### config.mk
export PLATFORM = sky130hd
export DESIGN_NAME = stream_prefetcher
export DESIGN_NICKNAME = d
export VERILOG_FILES = /design/src/rtl/stream_prefetcher.sv
export SDC_FILE = /design/constraint.sdc
export NUM_CORES = 2
export LEC_CHECK = 0
export ABC_AREA = 1
export BUFFER_PORTS_ARGS = -buffer_cell sky130_fd_sc_hd__clkbuf_2
export CAP_MARGIN = 10
export CORE_UTILIZATION = 30
export DETAILED_ROUTE_END_ITERATION = 16
export REMOVE_ABC_BUFFERS = 1
export SLEW_MARGIN = 25
export SYNTH_ARGS = -nofsm -noshare
export SYNTH_HDL_FRONTEND = slang
export SYNTH_SLANG_ARGS = --single-unit
### constraint.sdc
create_clock -name clk -period 11.25 [get_ports clk]
set_input_delay 1.125 -clock clk [delete_from_list [all_inputs] [get_ports clk]]
set_output_delay 1.125 -clock clk [all_outputs]
set_load 0.05 [all_outputs]
### src/rtl/stream_prefetcher.sv
// Multi-stream sequential prefetcher: trains ascending/descending streams on the
// miss path and offers up to DEGREE line prefetches ahead of each demand pointer.
module stream_prefetcher #(
    parameter int LINE_WIDTH  = 256,
    parameter int NUM_STREAMS = 4,
    parameter int DEGREE      = 2,
    parameter int PAGE_BITS   = 12
) (
    input  logic        clk,
    input  logic        reset,
    input  logic        pf_enable,
    input  logic        ms_valid,
    input  logic [31:0] ms_addr,
    input  logic        rq_valid,
    input  logic [31:0] rq_addr,
    output logic        pf_valid,
    output logic [31:0] pf_addr,
    input  logic        pf_answer
);
    localparam int                  LINE_BYTES = LINE_WIDTH / 8;
    localparam int                  IDX_BITS   = $clog2(NUM_STREAMS);
    localparam logic [31:0]         LINE_STEP  = 32'(LINE_BYTES);
    localparam logic [31:0]         LINE_MASK  = ~(LINE_STEP - 32'd1);
    localparam logic [3:0]          DEG        = 4'(DEGREE);
    localparam logic [IDX_BITS-1:0] LRU_RANK   = '1;

    typedef struct packed {
        logic                valid;
        logic                active;
        logic                dir_neg;
        logic [31:0]         last_line;
        logic [31:0]         next_pf;
        logic [3:0]          ahead;
        logic [IDX_BITS-1:0] rank;
    } entry_t;

    entry_t ent_q [NUM_STREAMS];
    entry_t ent_d [NUM_STREAMS];
    logic [IDX_BITS-1:0] gnt_q;

    logic [31:0]         ev_line, new_last;
    logic                hit_cons, hit_train, train_neg, found_free;
    logic                do_cons, do_train, do_alloc, touch, answered, cancel, any_elig;
    logic [IDX_BITS-1:0] cons_idx, train_idx, free_idx, lru_idx, touch_idx, gnt_d;
    logic [NUM_STREAMS-1:0] elig;

    function automatic logic [31:0] line_step(input logic [31:0] line, input logic neg);
        return neg ? line - LINE_STEP : line + LINE_STEP;
    endfunction

    // Event decode: consume beats train beats allocate, lowest index wins within each.
    always_comb begin
        ev_line    = (ms_valid ? ms_addr : rq_addr) & LINE_MASK;
        hit_cons   = 1'b0;
        cons_idx   = '0;
        hit_train  = 1'b0;
        train_idx  = '0;
        train_neg  = 1'b0;
        found_free = 1'b0;
        free_idx   = '0;
        lru_idx    = '0;
        for (int i = NUM_STREAMS - 1; i >= 0; i--) begin
            if (ent_q[i].valid && ent_q[i].active &&
                ev_line == line_step(ent_q[i].last_line, ent_q[i].dir_neg)) begin
                hit_cons = 1'b1;
                cons_idx = IDX_BITS'(i);
            end
            if (ent_q[i].valid && !ent_q[i].active &&
                (ev_line == line_step(ent_q[i].last_line, 1'b0) ||
                 ev_line == line_step(ent_q[i].last_line, 1'b1))) begin
                hit_train = 1'b1;
                train_idx = IDX_BITS'(i);
                train_neg = (ev_line == line_step(ent_q[i].last_line, 1'b1));
            end
            if (!ent_q[i].valid) begin
                found_free = 1'b1;
                free_idx   = IDX_BITS'(i);
            end
            if (ent_q[i].rank == LRU_RANK) lru_idx = IDX_BITS'(i);
        end
        do_cons   = (ms_valid | rq_valid) & hit_cons;
        do_train  = ms_valid & ~hit_cons & hit_train;
        do_alloc  = ms_valid & ~hit_cons & ~hit_train;
        touch     = do_cons | do_train | do_alloc;
        touch_idx = do_cons ? cons_idx : (do_train ? train_idx : (found_free ? free_idx : lru_idx));
        answered  = pf_valid & pf_answer;
        cancel    = pf_valid & ~pf_answer & (do_train | do_alloc) & (touch_idx == gnt_q);
    end

    // Next entry state; rank 0 is MRU, ranks stay a permutation of 0..NUM_STREAMS-1.
    always_comb begin
        new_last = '0;
        for (int i = 0; i < NUM_STREAMS; i++) begin
            ent_d[i] = ent_q[i];
            if (touch) begin
                if (touch_idx == IDX_BITS'(i))
                    ent_d[i].rank = '0;
                else if (ent_q[i].rank < ent_q[touch_idx].rank)
                    ent_d[i].rank = ent_q[i].rank + IDX_BITS'(1);
            end
            if (do_alloc && touch_idx == IDX_BITS'(i)) begin
                ent_d[i].valid     = 1'b1;
                ent_d[i].active    = 1'b0;
                ent_d[i].dir_neg   = 1'b0;
                ent_d[i].last_line = ev_line;
                ent_d[i].next_pf   = ev_line;
                ent_d[i].ahead     = '0;
            end else if (do_train && touch_idx == IDX_BITS'(i)) begin
                ent_d[i].active    = 1'b1;
                ent_d[i].dir_neg   = train_neg;
                ent_d[i].last_line = ev_line;
                ent_d[i].next_pf   = line_step(ev_line, train_neg);
                ent_d[i].ahead     = '0;
            end else begin
                new_last = line_step(ent_q[i].last_line, ent_q[i].dir_neg);
                if (do_cons && cons_idx == IDX_BITS'(i)) begin
                    ent_d[i].last_line = new_last;
                    if (ent_q[i].ahead == 4'd0)
                        ent_d[i].next_pf = line_step(new_last, ent_q[i].dir_neg);
                    else if (answered && gnt_q == IDX_BITS'(i))
                        ent_d[i].next_pf = line_step(ent_q[i].next_pf, ent_q[i].dir_neg);
                    else
                        ent_d[i].ahead = ent_q[i].ahead - 4'd1;
                end else if (answered && gnt_q == IDX_BITS'(i)) begin
                    ent_d[i].next_pf = line_step(ent_q[i].next_pf, ent_q[i].dir_neg);
                    ent_d[i].ahead   = ent_q[i].ahead + 4'd1;
                end
            end
        end
    end

    always_comb begin
        elig     = '0;
        any_elig = 1'b0;
        gnt_d    = '0;
        for (int i = NUM_STREAMS - 1; i >= 0; i--) begin
            elig[i] = pf_enable && ent_d[i].valid && ent_d[i].active && (ent_d[i].ahead < DEG) &&
                      (ent_d[i].next_pf[31:PAGE_BITS] == ent_d[i].last_line[31:PAGE_BITS]);
            if (elig[i]) begin
                any_elig = 1'b1;
                gnt_d    = IDX_BITS'(i);
            end
        end
    end

    // Handshake: pf_valid/pf_addr are registers. Once pf_valid is high without
    // pf_answer the offer is locked and pf_addr holds; pf_valid && pf_answer in a
    // cycle completes the transfer, and a fresh grant may appear the next cycle.
    // Reallocating or retraining the locked entry withdraws the offer instead.
    always_ff @(posedge clk) begin
        if (reset) begin
            for (int i = 0; i < NUM_STREAMS; i++) begin
                ent_q[i].valid     <= 1'b0;
                ent_q[i].active    <= 1'b0;
                ent_q[i].dir_neg   <= 1'b0;
                ent_q[i].last_line <= '0;
                ent_q[i].next_pf   <= '0;
                ent_q[i].ahead     <= '0;
                ent_q[i].rank      <= IDX_BITS'(i);
            end
            pf_valid <= 1'b0;
            pf_addr  <= '0;
            gnt_q    <= '0;
        end else begin
            ent_q <= ent_d;
            if (pf_valid && !pf_answer) begin
                if (cancel) pf_valid <= 1'b0;
            end else begin
                pf_valid <= any_elig;
                if (any_elig) begin
                    pf_addr <= ent_d[gnt_d].next_pf;
                    gnt_q   <= gnt_d;
                end
            end
        end
    end
endmodule

### Yosys cells after proc, flatten, opt, wreduce, memory -nomap -nowiden

Cells that the tools add are included.

* output and inout port bits: 33
* flip-flop bits (word level): 327
* word-level logic and storage cells: 315
* input port bits: 70

* $add $sub $neg: 38
* eq/ne operators: 31
* reductions and logical operators: 66
* muxes and demuxes: 121
* bitwise gates (word level): 18
* $lt $le $gt $ge: 10

Operator list (count)
* $mux 32: 26
* $add 32x6->32 const B: 13
* $sub 32x6->32 const B: 13
* $eq 32x32->1: 12
* $bmux 73 s2: 2
* $mux 36: 8
* $mux 70: 4
* $mux 68: 4
* $mux 2: 41
* $eq 20x20->1: 4
* $mux 38: 2
* $logic_and 1x1->1: 49
* $mux 4: 8
* $mux 1: 26
* $eq 2x2->1 const B: 10
* $add 4x1->4 const B: 4
* $logic_not 4->1: 4
* $lt 4x2->1 const B: 4
* $sub 4x1->4 const B: 4
* $add 2x1->2 const B: 4
* $and 1x1->1: 8
* $lt 2x2->1: 4
* $eq 2x1->1 const B: 3
* $ge 3x3->1 const B: 2
* 9 further kinds: 25

### Longest topological paths before layout

* depth in word-level cells: 28
* depth in mapped cells: 54
* mapped depth without buffers: 52

### Worst setup path after synthesis

Ideal clock, no wire load.

* kind: input port to flip-flop
* start: in ms_valid
* end: reg pf_addr[22]
* path slack: 4053 ps
* stages: 47
* data required time: 11131 ps
* library setup time: 119 ps
* arrival time: 7078 ps
* path buffers: 4
* cell sequence: buf_2 inv_2 buf_2 or2_1 o21ai_2 inv_2 clkbuf_1 nand2_1 nand3_1 nor3_1 nand3_1 nor2_1 nand2_1 nand2_1 nand3_1 nand2_1 o21bai_1 nand2_1 [11 not listed] a21oi_1 o21ai_0 xor2_1 inv_1 nand2_1 nand2_1 a21oi_1 xnor2_1 nand2_1 nor2_1 inv_1 nand2_1 inv_2 nor2_2 buf_2 nand3_1 nand2_1 a21oi_1

* longest elaborated chain between the ends: 27
* elaborated cells between the ends (all ways): 138
* classes of those cells: 2 x add/sub; 4 x order compare; 22 x eq/ne; 59 x mux; 8 x bitwise; 43 x reduce/logical

Ends and longest elaborated chain
* from (decl): RTL line 12 `input logic ms_valid,`
* $mux 32: RTL line 53 `ev_line = (ms_valid ? ms_addr : rq_addr) & LINE_MASK;`
* $eq 32x32->1: RTL line 64 `ev_line == line_step(ent_q[i].last_line, ent_q[i].dir_neg)) begin`
* $logic_and 1x1->1: RTL line 63 `if (ent_q[i].valid && ent_q[i].active &&`
* $mux 1 (4 in a row): RTL line 63
* $not 1->1: RTL line 82, 83
* $and 1x1->1: RTL line 82, 83
* $and 1x1->1: RTL line 82 `do_train = ms_valid & ~hit_cons & hit_train;`
* $mux 2 (2 in a row): RTL line 85 `touch_idx = do_cons ? cons_idx : (do_train ? train_idx : (found_free ? free_idx : lru_idx));`
* [2 not listed]
* $mux 68 (tied with other cells): RTL line 108 `end else if (do_train && touch_idx == IDX_BITS'(i)) begin`
* $mux 70 or $logic_and 1x1->1 (tied branches): RTL line 101, 137
* $lt 4x2->1 or $logic_and 1x1->1 (tied branches): RTL line 137 `elig[i] = pf_enable && ent_d[i].valid && ent_d[i].active && (ent_d[i].ahead < DEG) &&`
* $logic_and 1x1->1 (2 in a row): RTL line 137
* $mux 2 (4 in a row): RTL line 139 `if (elig[i]) begin`
* $not 2->3 (not written as such): RTL line 171 `pf_addr <= ent_d[gnt_d].next_pf;`
* $bmux 73 s2: RTL line 171
* $mux 38 (not written as such) (2 in a row): RTL line 171
* to (signal assigned): RTL line 171
* to (decl): RTL line 17 `output logic [31:0] pf_addr,`

Parallel ways exist; a longest one is shown, timed or not. The select of a mux whose other input is x is not followed.
A chain may end at the register's enable or synchronous reset.

==> flow_summary.toml <==
[sta]
tightestPinTransition_ns = 1.15
layout_min_cycle_time_ns = 10.16
fin_ws_ns = 1.09
setup_violations = 0
rsz0062_at_grt = "false"
slew-limit-headroom_pct = 23.4
period_share_pct = 90.3
final_max_slew_viol_count = 0
finClkSkew_ns = 0.0363
hold_viol_final = 0
tns_ns = 0
clock.fmax_mhz = 98.4

[synth]
yosys.cell_count.top_type = "nand2_1"
avgSynthCellArea_um2 = 5.26
yosys.cell_types.count = 66
synthArstFlopShare_pct = 0
yosys_warnings = 0
ys_seq_area_share_pct = 13.4
synth_common_cells = "nand2_1 (3203), nor2_1 (1192), nand3_1 (1170), inv_1 (898), a21oi_1 (419)"
synth_top_area_share_pct = 24.6
ys_seq_elements = 327
synthTopCellsByArea = "nand2_1 (25%), dfxtp_1 (13%), nand3_1 (12%)"
synth_area_leader_cell = "nand2_1"
synth_cells = 9295
ys.flop_type = "dfxtp_1"
syn_area_mm2 = 0.0489
synth_enable_flop_cells = 0

[floorplanning]
rows = 147
die_y_um = 406
die_w_um = 406
boundaryPins = 103
die_area_mm2 = 0.165
fp.coreArea_mm2 = 0.161
start_util_pct = 30.3

[worst_setup_path]
crit_path_end_kind = "flip-flop"
path_buf_inv = 8
crit_slowest_cell = "dfxtp_1"
cpMostUsedCell = "nand2_1"
cp.required_ns = 11.84
start_kind = "flip-flop"
worstSetupPathType = "reg -> reg"
critPathMaxStageDelay_ns = 0.93
worst-endpoint-arrival_ns = 10.75
crit_fanout = 49
cp_top_family = "simple AND/OR/NAND/NOR gates"

[clock_network]
cts_tree = "built"
post_cts_buffers = 0
cts_resized = 0
cts_root_buf = "clkbuf_16"
clk_latency_ns = 0.68
cts_max_level = 2
clk_pin_slew_ns = 0.06
cts_buffers = 48
cts_hold_buf = 0
max-clock-path-buffers = 3
cts_sinks = 327

[route]
wl_per_cell_um = 28.4
drt-total-wl_um = 325000
via_per_inst = 5.69
drtIter0Drc = 7764
drc = 0
drtAntennaViolNets = 0
dr.pass1.iters = 8
vias = 65200

[place]
place_ws_ns = 0.939
hpwl_um = 262000
io_buffers = 92
dp_cells = 11400
gp_congestion = 1.07

[run_status]
status = "finished, final reports clean"

[finish]
syn2layout_area_growth_pct = 9.86
drive_above_1_share_pct = 5.55
final_cell_count_no_fill = 11500
fin_nets = 9586

[global_routing]
top_usage_layer = "met2"
grt_util_met3_pct = 9.79
grt_overflow = 0
met1_usage_pct = 45.0
grt_pass1_wl_um = 447000
grt_max_degree = 95
use_met2_pct = 59.7
grt_pass1_vias = 59800
grt_use_total_pct = 38.4
antenna_found_initial = 25

[worst_hold_path]
hold_path_class = "reg -> reg"

[power_and_ir_drop]
p_leak_nw = 27.5
ir_drop_uv = 110
p_per_area_mw_per_mm2 = 95.7

[job]
maxCapViolCount = 0
## path summary, 6_finish.rpt
path                          from                       to  slack, ns  cells past startpoint
min          ent_q[113]$_SDFF_PP0_    ent_q[113]$_SDFF_PP0_       0.44                      2
max                      flip-flop  pf_addr[7]$_SDFFE_PP0P_       1.09                     50
max reg2reg              flip-flop  pf_addr[7]$_SDFFE_PP0P_       1.09                     50
min reg2reg  ent_q[113]$_SDFF_PP0_    ent_q[113]$_SDFF_PP0_       0.44                      2
## cells in the final DEF (no fill, tap or decap), types with 20 or more instances in the layout
cell type     n
inv_2        33
xor2_1      138
nor2_2       32
nand3b_1     43
o22ai_1      23
o221ai_1     49
a21oi_1     419
a31oi_1      27
inv_1       898
nand4_1     198
nor2_1     1191
xnor2_1      83
or2_2        38
nor3_1       81
o21ai_0     344
buf_4       170
nor4_1       34
nand3_1    1169
o21ai_1      53
o211ai_1     66
ha_1        249
nand2_1    3202
o21ai_2      21
clkbuf_2     91
o21a_1       20
clkbuf_16    49
dfxtp_1     323
## layer usage
layer | vias up | routed length [um]
met1 | 30500 | 124000
met2 | 3498 | 140000
li1 | 30300 | -
met5 | - | 162
met3 | 931 | 32100
met4 | 18 | 29400
## power by group
| group | switching, mW | internal, mW |
|---|---|---|
| registers | 0.0837 | 1.20 |
| logic | 1.60 | 0.518 |
| clock network | 0.738 | 1.01 |
## stage by stage
| stage | util [%] | power (mW) | area (um2) | hold slack [ns] |
|---|---|---|---|---|
| final | 33.3 | 5.14 | 53700 | 0.438 |
| after global routing | 33.3 | 5.30 | 53700 | 0.463 |
| after CTS | 33.3 | 5.07 | 53700 | 0.443 |
| after detailed placement | 32.2 | 3.32 | 52000 | 0.434 |
| after global placement | 32.2 | 3.33 | 52000 | 0.425 |
| after floorplan | - | 2.41 | 47300 | 0.414 |
## kinds of logic after synthesis
logic type	share of synthesized area, %
AO/OA/AOI/OAI	13.1
multiplexers	0.205
flip-flops	13.4
buffers and inverters	10.5
XOR/XNOR	3.96
adder cells (fa/ha/maj)	6.74
AND/OR/NAND/NOR	52.2
## worst register-to-register path: cells and delay by family (launching register included)
family	cells	cell delay, ns
AO/OA/AOI/OAI	11	2.30
XOR/XNOR	1	0.19
flip-flops	1	0.93
adder cells (fa/ha/maj)	2	0.69
buffers and inverters	8	1.63
AND/OR/NAND/NOR	28	4.33
## cell type report
| class | count | area (um2) |
|---|---|---|
| well taps | 2160 | 2700 |
| multi-input cells | 7669 | 37300 |
| fillers | 18800 | 108000 |
| clock inverters | 24 | 362 |
| inverters | 942 | 3540 |
| repair buffers | 270 | 1910 |
| flip-flops and latches | 327 | 6550 |
| clock buffers | 63 | 1340 |
| diodes | 11 | 27.5 |
Power figures use the tool's default switching activity.
